==> src/rtl/traffic_pkg.sv <==
// Shared lamp encodings, phase/fault codes and phase-step helpers for the traffic light monitor.
// Pure declarations; no latency or backpressure of its own.
package traffic_pkg;

   localparam logic [2:0] LAMP_RED    = 3'b100;
   localparam logic [2:0] LAMP_YELLOW = 3'b010;
   localparam logic [2:0] LAMP_GREEN  = 3'b001;
   localparam int         RED_BIT     = 2;

   localparam logic [4:0] DWELL_MAX   = 5'd31;

   typedef enum logic [2:0] {
      PH_ALL_RED   = 3'd0,
      PH_NS_GREEN  = 3'd1,
      PH_NS_YELLOW = 3'd2,
      PH_EW_GREEN  = 3'd3,
      PH_EW_YELLOW = 3'd4,
      PH_INVALID   = 3'd7
   } phase_t;

   typedef enum logic [2:0] {
      FC_NONE         = 3'd0,
      FC_ENCODING     = 3'd1,
      FC_CONFLICT     = 3'd2,
      FC_SEQUENCE     = 3'd3,
      FC_YELLOW_SHORT = 3'd4,
      FC_GREEN_LONG   = 3'd5,
      FC_ALLRED_SHORT = 3'd6,
      FC_STUCK_ALLRED = 3'd7
   } fault_t;

   typedef enum logic [1:0] {
      ST_STARTUP = 2'd0,
      ST_MONITOR = 2'd1,
      ST_FAULT   = 2'd2
   } mon_state_t;

   typedef enum logic [1:0] {
      LAST_NONE = 2'd0,
      LAST_NS   = 2'd1,
      LAST_EW   = 2'd2
   } last_yellow_t;

   function automatic logic lamp_onehot(input logic [2:0] lamp);
      return (lamp == LAMP_RED) || (lamp == LAMP_YELLOW) || (lamp == LAMP_GREEN);
   endfunction

   function automatic logic is_green(input phase_t ph);
      return (ph == PH_NS_GREEN) || (ph == PH_EW_GREEN);
   endfunction

   function automatic logic is_yellow(input phase_t ph);
      return (ph == PH_NS_YELLOW) || (ph == PH_EW_YELLOW);
   endfunction

   // Each approach may only run GREEN -> YELLOW -> ALL_RED -> GREEN.
   function automatic logic legal_step(input phase_t cur_ph, input phase_t new_ph);
      logic ok;
      case (cur_ph)
         PH_NS_GREEN:  ok = (new_ph == PH_NS_YELLOW);
         PH_NS_YELLOW: ok = (new_ph == PH_ALL_RED);
         PH_EW_GREEN:  ok = (new_ph == PH_EW_YELLOW);
         PH_EW_YELLOW: ok = (new_ph == PH_ALL_RED);
         PH_ALL_RED:   ok = is_green(new_ph);
         default:      ok = 1'b0;
      endcase
      return ok;
   endfunction

endpackage

==> src/rtl/traffic_light_monitor_if.sv <==
// Lamp observation inputs and monitor status outputs bundled for the traffic light monitor.
// Wires only; no latency, no backpressure.
interface traffic_light_monitor_if;
   import traffic_pkg::*;

   logic [2:0] NS_light;
   logic [2:0] EW_light;
   logic       clear_fault;
   phase_t     phase;
   logic       fault;
   fault_t     fault_code;
   logic       flash_req;
   logic [7:0] cycle_count;

   modport master (
      output NS_light, EW_light, clear_fault,
      input  phase, fault, fault_code, flash_req, cycle_count
   );

   modport slave (
      input  NS_light, EW_light, clear_fault,
      output phase, fault, fault_code, flash_req, cycle_count
   );

endinterface

==> src/rtl/traffic_phase_decoder.sv <==
// Combinational map of the two lamp triples to a phase code plus one-hot and conflict flags.
// Zero latency; no backpressure.
module traffic_phase_decoder
   import traffic_pkg::*;
(
   input  logic [2:0] NS_light,
   input  logic [2:0] EW_light,
   output phase_t     phase,
   output logic       onehot_ok,
   output logic       conflict
);

   always_comb begin
      onehot_ok = lamp_onehot(NS_light) && lamp_onehot(EW_light);
      // A dark or non-red approach counts as "not stopped" for the conflict check.
      conflict  = !NS_light[RED_BIT] && !EW_light[RED_BIT];
      phase     = PH_INVALID;
      if (onehot_ok && !conflict) begin
         if (NS_light == LAMP_RED && EW_light == LAMP_RED)
            phase = PH_ALL_RED;
         else if (NS_light == LAMP_GREEN)
            phase = PH_NS_GREEN;
         else if (NS_light == LAMP_YELLOW)
            phase = PH_NS_YELLOW;
         else if (EW_light == LAMP_GREEN)
            phase = PH_EW_GREEN;
         else
            phase = PH_EW_YELLOW;
      end
   end

endmodule

==> src/rtl/traffic_light_monitor.sv <==
// Watches both approaches, checks sequence/alternation/timing, latches the first fault, counts cycles.
// Every output registered one clk edge after the sampled lamps; no backpressure, samples every cycle.
module traffic_light_monitor
   import traffic_pkg::*;
#(
   parameter int MIN_YELLOW = 2,
   parameter int MAX_GREEN  = 15,
   parameter int MIN_ALLRED = 1,
   parameter int MAX_ALLRED = 15
)(
   input  logic                   clk,
   input  logic                   rst,
   traffic_light_monitor_if.slave mon
);

   localparam logic [5:0] MIN_YELLOW_W = 6'(MIN_YELLOW);
   localparam logic [5:0] MAX_GREEN_W  = 6'(MAX_GREEN);
   localparam logic [5:0] MIN_ALLRED_W = 6'(MIN_ALLRED);
   localparam logic [5:0] MAX_ALLRED_W = 6'(MAX_ALLRED);

   mon_state_t   state_q, state_d;
   phase_t       phase_q, dec_phase;
   logic         onehot_ok, conflict;
   logic [4:0]   dwell_q, dwell_d;
   logic [5:0]   dwell_next;
   last_yellow_t last_q, last_d;
   logic         fault_q, fault_d;
   fault_t       code_q, code_d, mon_code;
   logic [7:0]   cnt_q, cnt_d;
   logic         changed;

   traffic_phase_decoder u_dec (
      .NS_light  (mon.NS_light),
      .EW_light  (mon.EW_light),
      .phase     (dec_phase),
      .onehot_ok (onehot_ok),
      .conflict  (conflict)
   );

   assign changed    = (dec_phase != phase_q);
   assign dwell_next = {1'b0, dwell_q} + 6'd1;

   // Lowest fault code wins when several checks trip on the same sample.
   always_comb begin
      mon_code = FC_NONE;
      if (!onehot_ok)
         mon_code = FC_ENCODING;
      else if (conflict)
         mon_code = FC_CONFLICT;
      else if (changed && !legal_step(phase_q, dec_phase))
         mon_code = FC_SEQUENCE;
      else if (changed && phase_q == PH_ALL_RED &&
               ((dec_phase == PH_NS_GREEN && last_q == LAST_NS) ||
                (dec_phase == PH_EW_GREEN && last_q == LAST_EW)))
         mon_code = FC_SEQUENCE;
      else if (changed && is_yellow(phase_q) && {1'b0, dwell_q} < MIN_YELLOW_W)
         mon_code = FC_YELLOW_SHORT;
      else if (!changed && is_green(dec_phase) && dwell_next > MAX_GREEN_W)
         mon_code = FC_GREEN_LONG;
      else if (changed && phase_q == PH_ALL_RED && {1'b0, dwell_q} < MIN_ALLRED_W)
         mon_code = FC_ALLRED_SHORT;
      else if (!changed && dec_phase == PH_ALL_RED && dwell_next > MAX_ALLRED_W)
         mon_code = FC_STUCK_ALLRED;
   end

   always_comb begin
      state_d = state_q;
      dwell_d = dwell_q;
      last_d  = last_q;
      fault_d = fault_q;
      code_d  = code_q;
      cnt_d   = cnt_q;
      case (state_q)
         ST_STARTUP: begin
            if (conflict) begin
               state_d = ST_FAULT;
               fault_d = 1'b1;
               code_d  = FC_CONFLICT;
            end else if (dec_phase == PH_ALL_RED) begin
               state_d = ST_MONITOR;
               dwell_d = 5'd1;
            end
         end
         ST_MONITOR: begin
            if (changed)
               dwell_d = 5'd1;
            else if (dwell_q != DWELL_MAX)
               dwell_d = dwell_q + 5'd1;
            if (changed && dec_phase == PH_ALL_RED) begin
               if (phase_q == PH_NS_YELLOW)
                  last_d = LAST_NS;
               if (phase_q == PH_EW_YELLOW) begin
                  last_d = LAST_EW;
                  cnt_d  = cnt_q + 8'd1;
               end
            end
            if (mon_code != FC_NONE) begin
               state_d = ST_FAULT;
               fault_d = 1'b1;
               code_d  = mon_code;
            end
         end
         ST_FAULT: begin
            // Only release into a safe all-red picture.
            if (mon.clear_fault && dec_phase == PH_ALL_RED) begin
               state_d = ST_STARTUP;
               fault_d = 1'b0;
               code_d  = FC_NONE;
               dwell_d = 5'd0;
               last_d  = LAST_NONE;
            end
         end
         default: state_d = ST_STARTUP;
      endcase
   end

   always_ff @(posedge clk or negedge rst) begin
      if (!rst) begin
         state_q <= ST_STARTUP;
         phase_q <= PH_ALL_RED;
         dwell_q <= 5'd0;
         last_q  <= LAST_NONE;
         fault_q <= 1'b0;
         code_q  <= FC_NONE;
         cnt_q   <= 8'd0;
      end else begin
         state_q <= state_d;
         phase_q <= dec_phase;
         dwell_q <= dwell_d;
         last_q  <= last_d;
         fault_q <= fault_d;
         code_q  <= code_d;
         cnt_q   <= cnt_d;
      end
   end

   assign mon.phase       = phase_q;
   assign mon.fault       = fault_q;
   assign mon.fault_code  = code_q;
   assign mon.flash_req   = fault_q;
   assign mon.cycle_count = cnt_q;

endmodule

==> src/flat_wrapper.sv <==
// flat-port wrapper written by rule: the top's interface ports become plain ports
module traffic_light_monitor_flat import traffic_pkg::*;
#(
   parameter int MIN_YELLOW = 2,
   parameter int MAX_GREEN  = 15,
   parameter int MIN_ALLRED = 1,
   parameter int MAX_ALLRED = 15
)
  (clk, rst, mon_NS_light, mon_EW_light, mon_clear_fault, mon_phase, mon_fault, mon_fault_code, mon_flash_req, mon_cycle_count);
  traffic_light_monitor_if mon_i ();
  input  logic clk;
  input  logic rst;
  input wire logic [$bits(mon_i.NS_light)-1:0] mon_NS_light;
  input wire logic [$bits(mon_i.EW_light)-1:0] mon_EW_light;
  input wire logic [$bits(mon_i.clear_fault)-1:0] mon_clear_fault;
  output wire logic [$bits(mon_i.phase)-1:0] mon_phase;
  output wire logic [$bits(mon_i.fault)-1:0] mon_fault;
  output wire logic [$bits(mon_i.fault_code)-1:0] mon_fault_code;
  output wire logic [$bits(mon_i.flash_req)-1:0] mon_flash_req;
  output wire logic [$bits(mon_i.cycle_count)-1:0] mon_cycle_count;
  assign mon_i.NS_light = mon_NS_light;
  assign mon_i.EW_light = mon_EW_light;
  assign mon_i.clear_fault = mon_clear_fault;
  assign mon_phase = mon_i.phase;
  assign mon_fault = mon_i.fault;
  assign mon_fault_code = mon_i.fault_code;
  assign mon_flash_req = mon_i.flash_req;
  assign mon_cycle_count = mon_i.cycle_count;
  traffic_light_monitor #(.MIN_YELLOW(MIN_YELLOW), .MAX_GREEN(MAX_GREEN), .MIN_ALLRED(MIN_ALLRED), .MAX_ALLRED(MAX_ALLRED)) u_core (.clk(clk), .rst(rst), .mon(mon_i));
endmodule
==> config.mk <==
export PLATFORM = sky130hd
export DESIGN_NAME = traffic_light_monitor_flat
export DESIGN_NICKNAME = d
export VERILOG_FILES = /design/src/rtl/traffic_pkg.sv /design/src/rtl/traffic_light_monitor_if.sv /design/src/rtl/traffic_phase_decoder.sv /design/src/rtl/traffic_light_monitor.sv /design/src/flat_wrapper.sv
export SDC_FILE = /design/constraint.sdc
export NUM_CORES = 1
export LEC_CHECK = 0
export CORE_MARGIN = 2
export CORE_UTILIZATION = 37
export DETAILED_ROUTE_END_ITERATION = 6
export SETUP_SLACK_MARGIN = 0.1
export SYNTH_ARGS = -nofsm -noshare
export SYNTH_HDL_FRONTEND = slang
export SYNTH_SLANG_ARGS = --single-unit
==> constraint.sdc <==
create_clock -name clk -period 6.71 [get_ports clk]
set_clock_uncertainty 0.1 [all_clocks]
set_input_delay 2.013 -clock clk [delete_from_list [all_inputs] [get_ports clk]]
set_output_delay 2.013 -clock clk [all_outputs]
set_load 0.01 [all_outputs]
==> run_results.csv <==
group,metric,value,unit
outcome,status,"completed",
timing,period_share,0.707,
timing,fmax,211,MHz
timing,period_minus_slack,4.74,ns
worst_setup_path,r2r_setup_slack,3.86,ns
power_and_ir_drop,power.leakage,0.878,nW
floorplan,die_y,72.1,um
clock_network,clockBufferDepth,2,
timing,fin_ws,1.97,ns
worst_setup_path,arrival,4.81,ns
drt,via_count,1429,
power_and_ir_drop,vdd_ir_drop_max,0.149,mV
drt,wl_per_cell,14.0,um
clock_network,cts_setup_buffers,0,
timing,relSlewSlack,0.531,
timing,slew_violations,0,
grt,antenna_found_initial,0,
worst_setup_path,cp.depth,9,
worst_setup_path,r2r_cells,9,
clock_network,cts_tree,"done",
drt,first_iter_violations,99,
finish,drive_gt1_frac,0.0758,
logic_synthesis,yosys.area.top_type,"dfrtp_1",
worst_setup_path,reg2reg_from,"u_core.dwell_q[0]$_DFFE_PN0P_",
drt,totalWireLength,3670,um
min_path,hold_path_class,"reg -> reg",
worst_setup_path,cp-end-kind,"flip-flop",
finish,finalNetCount,228,
clock_network,clk_latency,0.27,ns
place,place_ws,1.70,ns
logic_synthesis,syn_avg_cell_area,9.02,um2
floorplan,die_w,72.1,um
clock_network,clk_pin_slew,0.09,ns
place,dp_hpwl,2800,um
drt,ant_nets,0,
logic_synthesis,synth.top_cells.by_count,"24 x dfrtp_1, 17 x nor2_1, 14 x nand2_1",
logic_synthesis,synth_flop_cell,"dfrtp_1",
floorplan,core,4410,um2
floorplan,pin_count,25,
drt,drc,0,
grt,grt_first_pass_wirelength,6330,um
logic_synthesis,yosys_register_bits,24,
clock_network,ctsHtreeMaxLevel,1,
power_and_ir_drop,p_per_area,226,nW/um2
grt,grtUsageTotal,0.154,
drt,drt_first_pass_iters,4,
worst_setup_path,critPathKind,"in -> reg",
timing,worstMarginPinSlew,0.686,ns
clock_network,cts_buffers,3,
timing,fin_tns_setup,0,ns
logic_synthesis,synth_edf_count,0,
logic_synthesis,netlist_area,1710,um2
logic_synthesis,synth-async-reset-ratio,1.00,
logic_synthesis,synth_fp_nets,206,
logic_synthesis,yosysWarnings,0,
worst_setup_path,path_buf_inv,1,
drt,viasPerCell,5.43,
grt,grt_pass1_vias,1312,
finish,antennaDiodeCount,0,
clock_network,cts_hold_buf,0,
timing,rsz0062_at_grt,"no",
finish,fillers,437,
clock_network,cts_resized,0,
worst_setup_path,crit_family,"compound AO/OA/AOI/OAI gates",
clock_network,clock_sinks,24,
floorplan,die_area,5190,um2
logic_synthesis,synth_top_area_frac,0.350,
timing,setup_viol,0,
grt,grt_max_degree,25,
place,port_buffers,24,
run,maxCapViolations,0,
logic_synthesis,synthMostInstantiatedCell,"dfrtp_1",
min_path,holdPathStages,1,
worst_setup_path,cpMaxStageDelayCell,"clkdlybuf4s50_1",
place,place.gp.congestion,0.775,
worst_setup_path,critPathRequiredTime,6.77,ns
floorplan,fp-row-count,24,
finish,syn2layout_area_growth,19.4,%
timing,hold_viol,0,
worst_setup_path,critPathMaxFanout,12,
min_path,whs_endpoint,"u_core.mon.cycle_count[7]$_DFFE_PN0P_",
min_path,min-delay-start,"u_core.mon.cycle_count[7]$_DFFE_PN0P_",
worst_setup_path,regToRegEndpoint,"u_core.state_q[1]$_DFFE_PN0P_",
clock_network,cts-root-buf,"clkbuf_8",
worst_setup_path,path_cells,"clkdlybuf4s50_1, and4bb_2, a22o_1, a21o_2, xnor2_2, o32a_1, a2111oi_4, nor3_1, o22a_1",
finish,final_cell_area,2050,um2
grt,grt_overflow_total,0,
worst_setup_path,worstSetupStartpointType,"input port",
logic_synthesis,seq_area_frac_synth,0.350,
worst_setup_path,max_stage_delay,0.68,ns
logic_synthesis,synth.distinct_cells,55,
floorplan,start_util,0.388,
logic_synthesis,syn_inst,190,
logic_synthesis,netlist_top_cells_area,"dfrtp_1 35%, ha_1 5.1%, xnor2_1 4.6%",
place,dpl-instance-area,1980,um2
-- worst max-delay path by stage --
stage / end / from / slack, ns
after CTS: u_core.state_q[1]$_DFFE_PN0P_ / mon_NS_light[2] / 1.99
after global placement: u_core.state_q[1]$_DFFE_PN0P_ / mon_NS_light[2] / 1.74
final: u_core.state_q[1]$_DFFE_PN0P_ / mon_NS_light[2] / 1.97
after floorplan: u_core.state_q[1]$_DFFE_PN0P_ / mon_EW_light[1] / 2.40
after global routing: u_core.state_q[1]$_DFFE_PN0P_ / mon_NS_light[2] / 1.76
after detailed placement: u_core.state_q[1]$_DFFE_PN0P_ / mon_NS_light[2] / 1.70
-- state kept, by name (all words and copies together) (netlist names) --
name                    cells
u_core.state_q              2
u_core.mon.fault            1
u_core.mon.fault_code       3
u_core.mon.cycle_count      8
u_core.dwell_q              5
u_core.mon.phase            3
u_core.last_q               2
-- through the flow --
| stage | power, mW | hold WS (ns) | utilization | cells |
|---|---|---|---|---|
| after floorplan | 0.288 | 0.356 | - | 190 |
| after global placement | 0.338 | 0.360 | 0.448 | 259 |
| after detailed placement | 0.337 | 0.364 | 0.448 | 259 |
| after CTS | 0.467 | 0.381 | 0.464 | 263 |
| after global routing | 0.494 | 0.409 | 0.464 | 263 |
| final | 0.463 | 0.372 | 0.464 | 263 |
-- cell families after synthesis --
family / synth area share
AOI/OAI and AO/OA: 0.206
xor gates and xnor gates: 0.0657
adders and majority gates: 0.0511
buffers and inverters: 0.0518
DFF: 0.350
muxes: 0.0124
and+or+nand+nor: 0.263
-- power breakdown --
group	leakage, nW	internal [mW]	total, mW	switching (mW)
registers	0.305	0.161	0.177	0.0154
logic	0.536	0.0736	0.159	0.0857
clock network	0.0357	0.0798	0.127	0.0475
-- cell type report --
cell class | instances | area [um2] | area share
clock buffer | 3 | 41.3 | 0.0202
sequential | 24 | 601 | 0.293
timing repair buffer | 25 | 248 | 0.121
multi-input combinational | 148 | 1020 | 0.501
clock inverter | 1 | 30.0 | 0.0147
inverter | 10 | 37.5 | 0.0183
tap | 52 | 65.1 | 0.0318
-- cell usage in the layout (no fill, tap or decap), types with 2 or more instances in the layout --
master	n
a211o_1	2
and3b_1	2
xnor2_1	9
clkdlybuf4s50_1	24
dfrtp_1	24
inv_1	10
nand3_1	9
nor3b_1	4
clkbuf_8	3
nand2_1	14
a22oi_1	3
a21oi_1	4
o21ai_0	11
a311oi_1	2
or2_2	3
o211ai_1	2
nor2b_1	2
xor2_1	2
a21o_1	5
o32ai_1	2
nand2b_1	7
nor2_1	17
nor3_2	2
o31ai_1	2
ha_1	7
nor3_1	5
and3_1	4
nand4_1	3
-- metal layers --
metal	wire, um	part of all wire	global-route usage	vias up
met5	0	0	0	-
met4	26	0.0071	0.0252	0
li1	-	-	-	736
met3	112	0.031	0.0361	2
met2	1610	0.44	0.232	17
met1	1920	0.52	0.228	674
(Power assumes the default switching activity.)
